===== src/rtl/motor_pkg.sv =====
// Shared types and widths for the STEP/DIR decoder slice.
// Holds the decoder FSM state enum and the counter/position widths.
package motor_pkg;

   localparam int CNT_W = 16;
   localparam int POS_W = 32;

   typedef enum logic [1:0] {
      LOW  = 2'd0,
      RISE = 2'd1,
      HIGH = 2'd2,
      FALL = 2'd3
   } state_t;

   // A programmed length of zero behaves as a length of one.
   function automatic logic [CNT_W-1:0] qual_len(input logic [CNT_W-1:0] n);
      return (n == 16'd0) ? 16'd1 : n;
   endfunction

endpackage


===== src/rtl/step_dir_decoder_if.sv =====
// Bundle of STEP/DIR lines, configuration, position commands and decoder results.
interface step_dir_decoder_if;
   import motor_pkg::*;

   logic                    step_in;
   logic                    dir_in;
   logic [CNT_W-1:0]        min_high_n;
   logic [CNT_W-1:0]        min_low_n;
   logic [CNT_W-1:0]        setup_n;
   logic                    set_x;
   logic signed [POS_W-1:0] x_val;
   logic                    hold;
   logic                    clr_err;
   logic                    step_stb;
   logic                    step_dir;
   logic signed [POS_W-1:0] x;
   logic signed [POS_W-1:0] x_hold;
   logic                    glitch;
   logic                    setup_err;

   modport master (
      output step_in, dir_in, min_high_n, min_low_n, setup_n,
             set_x, x_val, hold, clr_err,
      input  step_stb, step_dir, x, x_hold, glitch, setup_err
   );

   modport slave (
      input  step_in, dir_in, min_high_n, min_low_n, setup_n,
             set_x, x_val, hold, clr_err,
      output step_stb, step_dir, x, x_hold, glitch, setup_err
   );

endinterface


===== src/rtl/step_dir_decoder_sync2.sv =====
// Two-flop synchronizer for one asynchronous line; both flops clear on reset.
module sync2 (
   input  logic clk,
   input  logic reset,
   input  logic d,
   output logic q
);

   logic meta_r;
   logic q_r;

   // Synchronizer chain.
   always_ff @(posedge clk) begin
      if (reset) begin
         meta_r <= 1'b0;
         q_r    <= 1'b0;
      end else begin
         meta_r <= d;
         q_r    <= meta_r;
      end
   end

   assign q = q_r;

endmodule


===== src/rtl/step_dir_decoder.sv =====
// Qualifies STEP pulses against programmable high/low lengths, checks DIR setup,
// and accumulates a signed position with load and snapshot controls.
module step_dir_decoder
   import motor_pkg::*;
(
   input  logic              clk,
   input  logic              reset,
   step_dir_decoder_if.slave bus
);

   logic                    step_s;
   logic                    dir_s;
   logic                    dir_prev_r;
   logic                    dir_chg_s;
   state_t                  state_r;
   state_t                  state_nx_s;
   logic [CNT_W-1:0]        qcnt_r;
   logic [CNT_W-1:0]        qcnt_nx_s;
   logic [CNT_W-1:0]        dstab_r;
   logic                    step_stb_r;
   logic                    stb_nx_s;
   logic                    step_dir_r;
   logic                    step_dir_nx_s;
   logic                    glitch_set_s;
   logic                    setup_qual_s;
   logic                    setup_set_s;
   logic                    in_window_s;
   logic signed [POS_W-1:0] x_r;
   logic signed [POS_W-1:0] x_hold_r;
   logic                    glitch_r;
   logic                    setup_err_r;

   sync2 u_sync_step (.clk(clk), .reset(reset), .d(bus.step_in), .q(step_s));
   sync2 u_sync_dir  (.clk(clk), .reset(reset), .d(bus.dir_in),  .q(dir_s));

   // DIR must stay put from the start of a rising qualification until STEP falls.
   assign dir_chg_s   = dir_s ^ dir_prev_r;
   assign in_window_s = (state_r == RISE) || (state_r == HIGH);
   assign setup_set_s = setup_qual_s | (in_window_s & dir_chg_s);

   // Next-state, qualification counter and step strobe decode.
   always_comb begin
      state_nx_s    = state_r;
      qcnt_nx_s     = qcnt_r;
      stb_nx_s      = 1'b0;
      step_dir_nx_s = step_dir_r;
      glitch_set_s  = 1'b0;
      setup_qual_s  = 1'b0;
      case (state_r)
         LOW: begin
            if (step_s) begin
               state_nx_s    = RISE;
               qcnt_nx_s     = 16'd1;
               step_dir_nx_s = dir_s;
            end else begin
               state_nx_s    = LOW;
            end
         end
         RISE: begin
            if (!step_s) begin
               state_nx_s   = LOW;
               glitch_set_s = 1'b1;
            end else if (qcnt_r >= qual_len(bus.min_high_n)) begin
               state_nx_s   = HIGH;
               stb_nx_s     = 1'b1;
               setup_qual_s = (dstab_r < bus.setup_n);
            end else begin
               qcnt_nx_s    = qcnt_r + 16'd1;
            end
         end
         HIGH: begin
            if (!step_s) begin
               state_nx_s = FALL;
               qcnt_nx_s  = 16'd1;
            end else begin
               state_nx_s = HIGH;
            end
         end
         FALL: begin
            if (step_s) begin
               state_nx_s   = HIGH;
               glitch_set_s = 1'b1;
            end else if (qcnt_r >= qual_len(bus.min_low_n)) begin
               state_nx_s   = LOW;
            end else begin
               qcnt_nx_s    = qcnt_r + 16'd1;
            end
         end
         default: begin
            state_nx_s = LOW;
            qcnt_nx_s  = 16'd0;
         end
      endcase
   end

   // FSM state, strobe and DIR-stability tracking.
   always_ff @(posedge clk) begin
      if (reset) begin
         state_r    <= LOW;
         qcnt_r     <= 16'd0;
         step_stb_r <= 1'b0;
         step_dir_r <= 1'b0;
         dir_prev_r <= 1'b0;
         dstab_r    <= 16'd0;
      end else begin
         state_r    <= state_nx_s;
         qcnt_r     <= qcnt_nx_s;
         step_stb_r <= stb_nx_s;
         step_dir_r <= step_dir_nx_s;
         dir_prev_r <= dir_s;
         if (dir_chg_s) begin
            dstab_r <= 16'd0;
         end else if (dstab_r != 16'hFFFF) begin
            dstab_r <= dstab_r + 16'd1;
         end else begin
            dstab_r <= dstab_r;
         end
      end
   end

   // Position accumulator and snapshot; a load discards a coincident step.
   always_ff @(posedge clk) begin
      if (reset) begin
         x_r      <= 32'sd0;
         x_hold_r <= 32'sd0;
      end else begin
         if (bus.set_x) begin
            x_r <= bus.x_val;
         end else if (step_stb_r) begin
            x_r <= step_dir_r ? (x_r - 32'sd1) : (x_r + 32'sd1);
         end else begin
            x_r <= x_r;
         end
         if (bus.hold) begin
            x_hold_r <= x_r;
         end else begin
            x_hold_r <= x_hold_r;
         end
      end
   end

   // Sticky error flags; a new error outranks a same-cycle clear.
   always_ff @(posedge clk) begin
      if (reset) begin
         glitch_r    <= 1'b0;
         setup_err_r <= 1'b0;
      end else begin
         if (glitch_set_s) begin
            glitch_r <= 1'b1;
         end else if (bus.clr_err) begin
            glitch_r <= 1'b0;
         end else begin
            glitch_r <= glitch_r;
         end
         if (setup_set_s) begin
            setup_err_r <= 1'b1;
         end else if (bus.clr_err) begin
            setup_err_r <= 1'b0;
         end else begin
            setup_err_r <= setup_err_r;
         end
      end
   end

   assign bus.step_stb  = step_stb_r;
   assign bus.step_dir  = step_dir_r;
   assign bus.x         = x_r;
   assign bus.x_hold    = x_hold_r;
   assign bus.glitch    = glitch_r;
   assign bus.setup_err = setup_err_r;

endmodule

===== src/flat_wrapper.sv =====
// flat-port wrapper written by rule: the top's interface ports become plain ports
module step_dir_decoder_flat import motor_pkg::*;
  (clk, reset, bus_step_in, bus_dir_in, bus_min_high_n, bus_min_low_n, bus_setup_n, bus_set_x, bus_x_val, bus_hold, bus_clr_err, bus_step_stb, bus_step_dir, bus_x, bus_x_hold, bus_glitch, bus_setup_err);
  step_dir_decoder_if bus_i ();
  input  logic clk;
  input  logic reset;
  input wire logic [$bits(bus_i.step_in)-1:0] bus_step_in;
  input wire logic [$bits(bus_i.dir_in)-1:0] bus_dir_in;
  input wire logic [$bits(bus_i.min_high_n)-1:0] bus_min_high_n;
  input wire logic [$bits(bus_i.min_low_n)-1:0] bus_min_low_n;
  input wire logic [$bits(bus_i.setup_n)-1:0] bus_setup_n;
  input wire logic [$bits(bus_i.set_x)-1:0] bus_set_x;
  input wire logic [$bits(bus_i.x_val)-1:0] bus_x_val;
  input wire logic [$bits(bus_i.hold)-1:0] bus_hold;
  input wire logic [$bits(bus_i.clr_err)-1:0] bus_clr_err;
  output wire logic [$bits(bus_i.step_stb)-1:0] bus_step_stb;
  output wire logic [$bits(bus_i.step_dir)-1:0] bus_step_dir;
  output wire logic [$bits(bus_i.x)-1:0] bus_x;
  output wire logic [$bits(bus_i.x_hold)-1:0] bus_x_hold;
  output wire logic [$bits(bus_i.glitch)-1:0] bus_glitch;
  output wire logic [$bits(bus_i.setup_err)-1:0] bus_setup_err;
  assign bus_i.step_in = bus_step_in;
  assign bus_i.dir_in = bus_dir_in;
  assign bus_i.min_high_n = bus_min_high_n;
  assign bus_i.min_low_n = bus_min_low_n;
  assign bus_i.setup_n = bus_setup_n;
  assign bus_i.set_x = bus_set_x;
  assign bus_i.x_val = bus_x_val;
  assign bus_i.hold = bus_hold;
  assign bus_i.clr_err = bus_clr_err;
  assign bus_step_stb = bus_i.step_stb;
  assign bus_step_dir = bus_i.step_dir;
  assign bus_x = bus_i.x;
  assign bus_x_hold = bus_i.x_hold;
  assign bus_glitch = bus_i.glitch;
  assign bus_setup_err = bus_i.setup_err;
  step_dir_decoder u_core (.clk(clk), .reset(reset), .bus(bus_i));
endmodule

===== config.mk =====
export PLATFORM = sky130hd
export DESIGN_NAME = step_dir_decoder_flat
export DESIGN_NICKNAME = d
export VERILOG_FILES = /design/src/rtl/motor_pkg.sv /design/src/rtl/step_dir_decoder_if.sv /design/src/rtl/step_dir_decoder_sync2.sv /design/src/rtl/step_dir_decoder.sv /design/src/flat_wrapper.sv
export SDC_FILE = /design/constraint.sdc
export NUM_CORES = 1
export LEC_CHECK = 0
export CAP_MARGIN = 10
export CORE_UTILIZATION = 47
export DETAILED_ROUTE_END_ITERATION = 8
export GPL_TIMING_DRIVEN = 0
export PLACE_DENSITY = 0.82
export SKIP_CTS_REPAIR_TIMING = 1
export SLEW_MARGIN = 10
export SYNTH_ARGS = -nofsm -noshare
export SYNTH_HDL_FRONTEND = slang
export SYNTH_HIERARCHICAL = 1
export SYNTH_SLANG_ARGS = --single-unit

===== constraint.sdc =====
create_clock -name clk -period 3.6 [get_ports clk]
set_input_delay 0.9 -clock clk [delete_from_list [all_inputs] [get_ports clk]]
set_output_delay 0.9 -clock clk [all_outputs]
set_load 0.02 [all_outputs]

==> results of run 1 <==
[state kept, by name, indices dropped and copies added (netlist names), named ones only]
signal / flops
u_core/bus.x: 32
u_core/qcnt_r: 16
u_core/u_sync_step/meta_r: 1
u_core/bus.glitch: 1
u_core/bus.step_dir: 1
u_core/u_sync_step/q: 1
u_core/bus.setup_err: 1
u_core/u_sync_dir/meta_r: 1
u_core/bus.x_hold: 32
u_core/dstab_r: 16
u_core/bus.step_stb: 1
u_core/state_r: 1
u_core/u_sync_dir/q: 1
u_core/dir_prev_r: 1
[layer usage]
metal,vias up,GRT usage,wire (um)
met5,-,0,0
li1,3634,-,-
met1,3391,0.3279,9346
met2,235,0.4674,10620
met3,39,0.03685,1213
met4,0,0.08789,505
[placed cells by master, fill, tap and decap left out, types with 5 or more instances in the layout]
cell type          n
clkbuf_2           5
nand2b_1           9
mux2i_1           41
nand2_1           55
a21oi_1           86
buf_1             12
nand4_1           13
a21oi_2            6
or4b_1             8
nor2b_1           23
dfxtp_1          106
o21ai_0           39
and2_1             6
clkbuf_16          9
a31oi_1           10
clkdlybuf4s50_1  122
nand3_1           14
xor2_1            17
nor3_1            14
ha_1              84
a211oi_1          18
a221oi_1           9
a21o_1            22
xnor2_1           20
clkbuf_1          30
inv_1             69
dlymetal6s2s_1    23
nor2_1           110
buf_6              5
and3_1            21
[worst max-delay path, cell delays in order]
cell and delay, ns:
buf_6 0.10, nor4_4 0.27, a41o_1 0.19, ha_1 0.23
nand2b_4 0.15, a2111oi_4 0.32, o21ai_2 0.11, a221oi_2 0.25
o21a_2 0.19, nand3_2 0.08, o311a_4 0.18, buf_6 0.14
or4b_1 0.53, a21oi_1 0.15
[synthesized netlist by cell type, types with 2 or more instances]
library cell and number:
a2111oi_2 3, a211o_1 3, a211oi_1 18, a21o_1 22
a21oi_1 92, a221oi_1 10, a31oi_1 10, a41o_1 4
and2_1 6, and3_1 21, buf_1 12, buf_6 2
clkbuf_1 29, dfxtp_1 107, ha_1 84, inv_1 69
mux2_2 2, mux2i_1 41, nand2_1 55, nand2b_1 10
nand3_1 15, nand4_1 13, nor2_1 110, nor2b_1 23
nor3_1 16, nor3b_1 4, nor4_1 8, o2111a_1 2
o211ai_1 4, o21a_1 4, o21ai_0 40, o21ai_1 3
o21bai_1 2, o22ai_1 4, o31ai_1 4, or4_1 2
or4b_1 12, or4b_2 2, xnor2_1 20, xor2_1 17
[power by group through the flow]
stage	clock network (W)	logic, W	registers (W)
3_5_place_dp	0	0.000531	0.00130
3_3_place_gp	0	0.000522	0.00129
2_1_floorplan	0	0.000248	0.00133
4_1_cts	0.000979	0.000535	0.00127
6_report	0.000957	0.000554	0.00127
5_1_grt	0.00101	0.000603	0.00127
[how the worst max path moves through the flow]
stage	from	to	slack (ns)	cells past startpoint
2_1_floorplan	bus_min_high_n[8]	u_core/qcnt_r[14]$_SDFFE_PP0P_	0.02	13
3_3_place_gp	bus_min_high_n[1]	u_core/qcnt_r[14]$_SDFFE_PP0P_	-0.74	14
3_5_place_dp	bus_min_high_n[1]	u_core/qcnt_r[14]$_SDFFE_PP0P_	-0.91	14
4_1_cts	bus_min_high_n[1]	u_core/qcnt_r[14]$_SDFFE_PP0P_	-0.54	14
5_1_grt	bus_min_high_n[14]	u_core/qcnt_r[12]$_SDFFE_PP0P_	-0.03	14
6_report	bus_min_high_n[7]	u_core/qcnt_r[12]$_SDFFE_PP0P_	0.09	14
[layout make-up]
type | count | area [um^2]
fillers | 1387 | 5584
multi-input cells | 702 | 4980
flip-flops and latches | 107 | 2146
repair buffers | 158 | 1617
well taps | 211 | 264.0
inverters | 69 | 259.0
clock buffers | 10 | 229.0
plain buffers | 44 | 185.2
clock inverters | 6 | 51.30
[metrics by stage]
step	instance area, um^2	hold slack, ns	setup TNS [ns]	total power (W)	std cells
3_3_place_gp	9206	0.4250	-15.04	0.001816	1286
3_5_place_dp	9208	0.4256	-14.40	0.001827	1286
5_1_grt	9731	0.4644	-0.04182	0.002889	1307
4_1_cts	9488	0.4438	-7.708	0.002782	1302
6_report	9731	0.4415	0	0.002777	1307
2_1_floorplan	7411	0.4138	0	0.001575	922
[cells by family (layout without fill, tap and decap cells)]
| family | after synthesis | count (layout) |
|---|---|---|
| buf+inv | 113 | 287 |
| fa+ha+maj | 85 | 85 |
| compound gates | 235 | 235 |
| flops | 107 | 107 |
| xor+xnor | 37 | 37 |
| mux | 43 | 43 |
| simple gates | 302 | 302 |
==> impl_metrics.yaml, run 1 <==
run_status:
  status: "finished clean"
clock_tree:
  path_clk_slew_ns: 0.08
  htreeDepth: 3
  clockBufferDepth: 2
  tritoncts: "yes"
  clock_latency_ns: 0.36
  cts_made_buffers: 9
  root_buffer: "clkbuf_16"
  cts.sinks: 107
pwr:
  switching_share: 0.2896
  p_leak_nw: 4.464
  intPower_w: 0.001973
  comb_power_share: 0.199
  seq_power_share: 0.456
  power_frac_clock: 0.345
  ir_drop_uv: 245.6
  switching_power_w: 0.0008043
  power.density_nw_per_um2: 285.4
logic_synthesis:
  synth_top_family_by_area: "simple AND/OR/NAND/NOR gates"
  synth_edf_count: 0
  synth_area_um2: 7411
  ys.flop_type: "dfxtp_1"
  synthTopCellsByArea: "dfxtp_1 (29%), ha_1 (14%), a21oi_1 (6.2%)"
  synth_xor_area_frac: 0.04373
  async_reset_ff_frac: 0
  avgSynthCellArea_um2: 8.038
  syn_inst: 922
  synth-compound-area-share: 0.2011
  synthMuxAreaShare: 0.05842
  ys_types: 57
  yosysSeqAreaShare: 0.2890
  synthesis.nets: 1094
  yosys_warnings: 6
  yosys.area.top_type: "dfxtp_1"
  synth_top_area_frac: 0.2890
  ys_seq_elements: 107
  yosys.area_share.simple: 0.2038
  synth-adder-area-share: 0.1445
placed_design:
  dpl.hpwl_um: 15840
  port_buffers: 153
  place_ws_ns: -0.9128
  gp_congestion: 0.9799
grt:
  grt_util_all_layers: 0.2637
  grt_max_degree: 35
  antenna_found_initial: 1
  grt_overflow: 0
  grt_pass1_vias: 6902
  grt_pass1_wl_um: 34090
cells_and_area:
  diodes: 0
  final_util: 0.6354
  fin_nets: 1263
  area_growth_pct: 31.30
  drive_above_1_share: 0.05748
detailed_routing:
  viasPerCell: 5.585
  wl_per_cell_um: 16.59
  firstDrtPassIters: 5
  vias: 7299
  antenna_left: 0
  wl_um: 21690
  detail_route.drc_violations: 0
  drtIter0Drc: 422
critical_path:
  r2r_setup_slack_ns: 0.34
  path_class: "primary input to register"
  crit_fanout: 5
  reg2reg_depth: 11
  timing.rr.end: "u_core/bus.x[24]$_SDFFE_PP0P_"
  required_ns: 3.88
  r2r_start: "u_core/bus.step_dir$_SDFFE_PP0P_"
  cp-start-kind: "primary input"
  critical_path_arrival_ns: 3.79
  cp-end-kind: "register"
sta:
  min_period_over_period: 0.9749
  slew_viol_final: 0
  grt_setup_unrepaired: "yes"
  worst_pin_slew_ns: 0.8066
  fin_ws_ns: 0.09046
  fmax_mhz: 284.9
  fin_skew_ns: 0.009619
  hold_violations: 0
  setup_viol: 0
  post-route-min-period_ns: 3.510
  slew_headroom: 0.4577
floorplan:
  core-area_um2: 15310
  dieArea_um2: 16270
  rows: 45
  die_w_um: 127.6
  die_y_um: 127.6
  ios: 155
  initial_core_util: 0.4839
worst_hold_path:
  holdPathStages: 1
  min_path_type: "register to register"
  holdPathEnd: "u_core/u_sync_step/q$_SDFF_PP0_"
  hp-start: "u_core/u_sync_step/meta_r$_SDFF_PP0_"
flow_run:
  cap_viol_max_count: 0
No activity file was read; power rests on OpenSTA's default activity.
==> inputs of run 2 (changes only) <==
ABC_AREA = 0   (was unset)
CAP_MARGIN = unset   (was 10)
==> results of run 2 <==
The final DEF is identical to that of run 1; final timing and power are the same.
==> inputs of run 3 (changes only) <==
CORE_UTILIZATION = 48   (was 47)
CTS_BUF_LIST = sky130_fd_sc_hd__clkbuf_4 sky130_fd_sc_hd__clkbuf_8   (was unset)
PLACE_DENSITY = 0.84   (was 0.82)
==> impl_metrics.yaml, run 3 (synthesis results as in run 1) <==
grt:
  grt_overflow: 0
  grt_max_degree: 35
  grt_pass1_vias: 6945
  grt_util_all_layers: 0.2650
  grt_pass1_wl_um: 33920
  antenna_found_initial: 1
pwr:
  switching_power_w: 0.0007587
  p_leak_nw: 4.481
  intPower_w: 0.001999
  power.density_nw_per_um2: 284.9
  power_frac_clock: 0.341
  comb_power_share: 0.199
  ir_drop_uv: 238.7
  seq_power_share: 0.460
  switching_share: 0.2751
sta:
  worst_pin_slew_ns: 0.8259
  fin_skew_ns: 0.01260
  min_period_over_period: 0.9886
  setup_viol: 0
  hold_violations: 0
  fin_ws_ns: 0.04112
  fmax_mhz: 281.0
  slew_headroom: 0.4494
  slew_viol_final: 0
  post-route-min-period_ns: 3.559
cells_and_area:
  multi_input_area_um2: 4943
  mostFrequentLayoutCell: "clkdlybuf4s50_1"
  seq_area_um2: 2146
  final_cell_mix: "clkdlybuf4s50_1 (126), nor2_1 (110), dfxtp_1 (106), a21oi_1 (85), ha_1 (84)"
  fin_nets: 1263
  final_area_um2: 9681
  nFillCells: 1266
  drive_above_1_share: 0.04927
  area_growth_pct: 30.63
critical_path:
  reg2reg_depth: 11
  cp-end-kind: "register"
  critical_path_arrival_ns: 3.88
  cp-start-kind: "primary input"
  timing.rr.end: "u_core/bus.x[24]$_SDFFE_PP0P_"
  startpoint: "bus_min_low_n[8]"
  crit_fanout: 10
  critPathCapture: "u_core/qcnt_r[10]$_SDFFE_PP0P_"
  required_ns: 3.92
  r2r_setup_slack_ns: 0.33
  path_class: "primary input to register"
  r2r_start: "u_core/bus.step_dir$_SDFFE_PP0P_"
detailed_routing:
  wl_per_cell_um: 16.75
  viasPerCell: 5.754
  firstDrtPassIters: 5
  drtIter0Drc: 428
  vias: 7394
  wl_um: 21520
  antenna_left: 0
  detail_route.drc_violations: 0
clock_tree:
  cts.sinks: 107
  clockBufferDepth: 2
  clock_latency_ns: 0.39
  path_clk_slew_ns: 0.11
  tritoncts: "yes"
  root_buffer: "clkbuf_8"
  htreeDepth: 3
  cts_made_buffers: 9
flow_run:
  cap_viol_max_count: 0
floorplan:
  rows: 45
  die_y_um: 126.3
  core-area_um2: 15150
  initial_core_util: 0.4893
  dieArea_um2: 15940
  die_w_um: 126.3
  ios: 155
run_status:
  status: "finished clean"
worst_hold_path:
  min_path_type: "register to register"
placed_design:
  place_ws_ns: -0.7997
  port_buffers: 153
  gp_congestion: 0.9556
  dpl.hpwl_um: 15660
  place_area_um2: 9179
run 3: power groups by stage:
stage / Clock, W / Combinational [W] / Sequential [W]
global placement: 0 / 0.000521 / 0.00129
finish: 0.000941 / 0.000550 / 0.00127
floorplan: 0 / 0.000248 / 0.00133
detailed placement: 0 / 0.000529 / 0.00130
global route: 0.00100 / 0.000596 / 0.00127
CTS: 0.000956 / 0.000532 / 0.00127
run 3: stage by stage:
| stage | hold WS (ns) | utilization | power, W | instances | TNS [ns] |
|---|---|---|---|---|---|
| after global placement | 0.4240 | 0.6059 | 0.001815 | 1263 | -14.69 |
| after global routing | 0.4712 | 0.6390 | 0.002874 | 1284 | -0.8451 |
| after detailed placement | 0.4309 | 0.6060 | 0.001824 | 1263 | -12.26 |
| after CTS | 0.4561 | 0.6231 | 0.002757 | 1279 | -5.652 |
| final | 0.4541 | 0.6392 | 0.002758 | 1285 | 0 |
| after floorplan | 0.4138 | - | 0.001575 | 922 | 0 |
run 3: final cells by class:
type,count,area share
multi-input combinational,702,0.5107
sequential,107,0.2217
timing repair buffer,158,0.1709
inverter,69,0.02675
tap,188,0.02430
buffer,44,0.01874
clock buffer,11,0.01564
clock inverter,5,0.01112
antenna,1,0.0002585
run 3: per-layer routing:
metal,share of wire,up-vias,track usage
met5,0,-,0
met4,0.023,0,0.1056
met3,0.057,40,0.03781
met2,0.49,269,0.4582
met1,0.43,3458,0.3311
li1,-,3627,-
run 3: worst max-delay path, stage by stage:
cell             delay, ns
clkdlybuf4s50_1       0.51
nor4_2                0.05
a41o_1                0.23
ha_1                  0.26
nand2b_1              0.14
a21o_1                0.18
a21oi_2               0.12
nor3_1                0.06
o21ai_1               0.19
nand2_1               0.10
o311a_4               0.34
buf_6                 0.14
or4b_4                0.49
a21oi_2               0.14
run 3: how the worst min path moves through the flow:
stage	cells after the start	from	to	slack, ns
4_1_cts	1	u_core/u_sync_step/meta_r$_SDFF_PP0_	u_core/u_sync_step/q$_SDFF_PP0_	0.46
5_1_grt	1	u_core/u_sync_step/meta_r$_SDFF_PP0_	u_core/u_sync_step/q$_SDFF_PP0_	0.47
6_report	1	u_core/u_sync_step/meta_r$_SDFF_PP0_	u_core/u_sync_step/q$_SDFF_PP0_	0.45
2_1_floorplan	1	u_core/u_sync_dir/meta_r$_SDFF_PP0_	u_core/u_sync_dir/q$_SDFF_PP0_	0.41
3_5_place_dp	1	u_core/u_sync_step/meta_r$_SDFF_PP0_	u_core/u_sync_step/q$_SDFF_PP0_	0.43
3_3_place_gp	1	u_core/u_sync_step/meta_r$_SDFF_PP0_	u_core/u_sync_step/q$_SDFF_PP0_	0.42
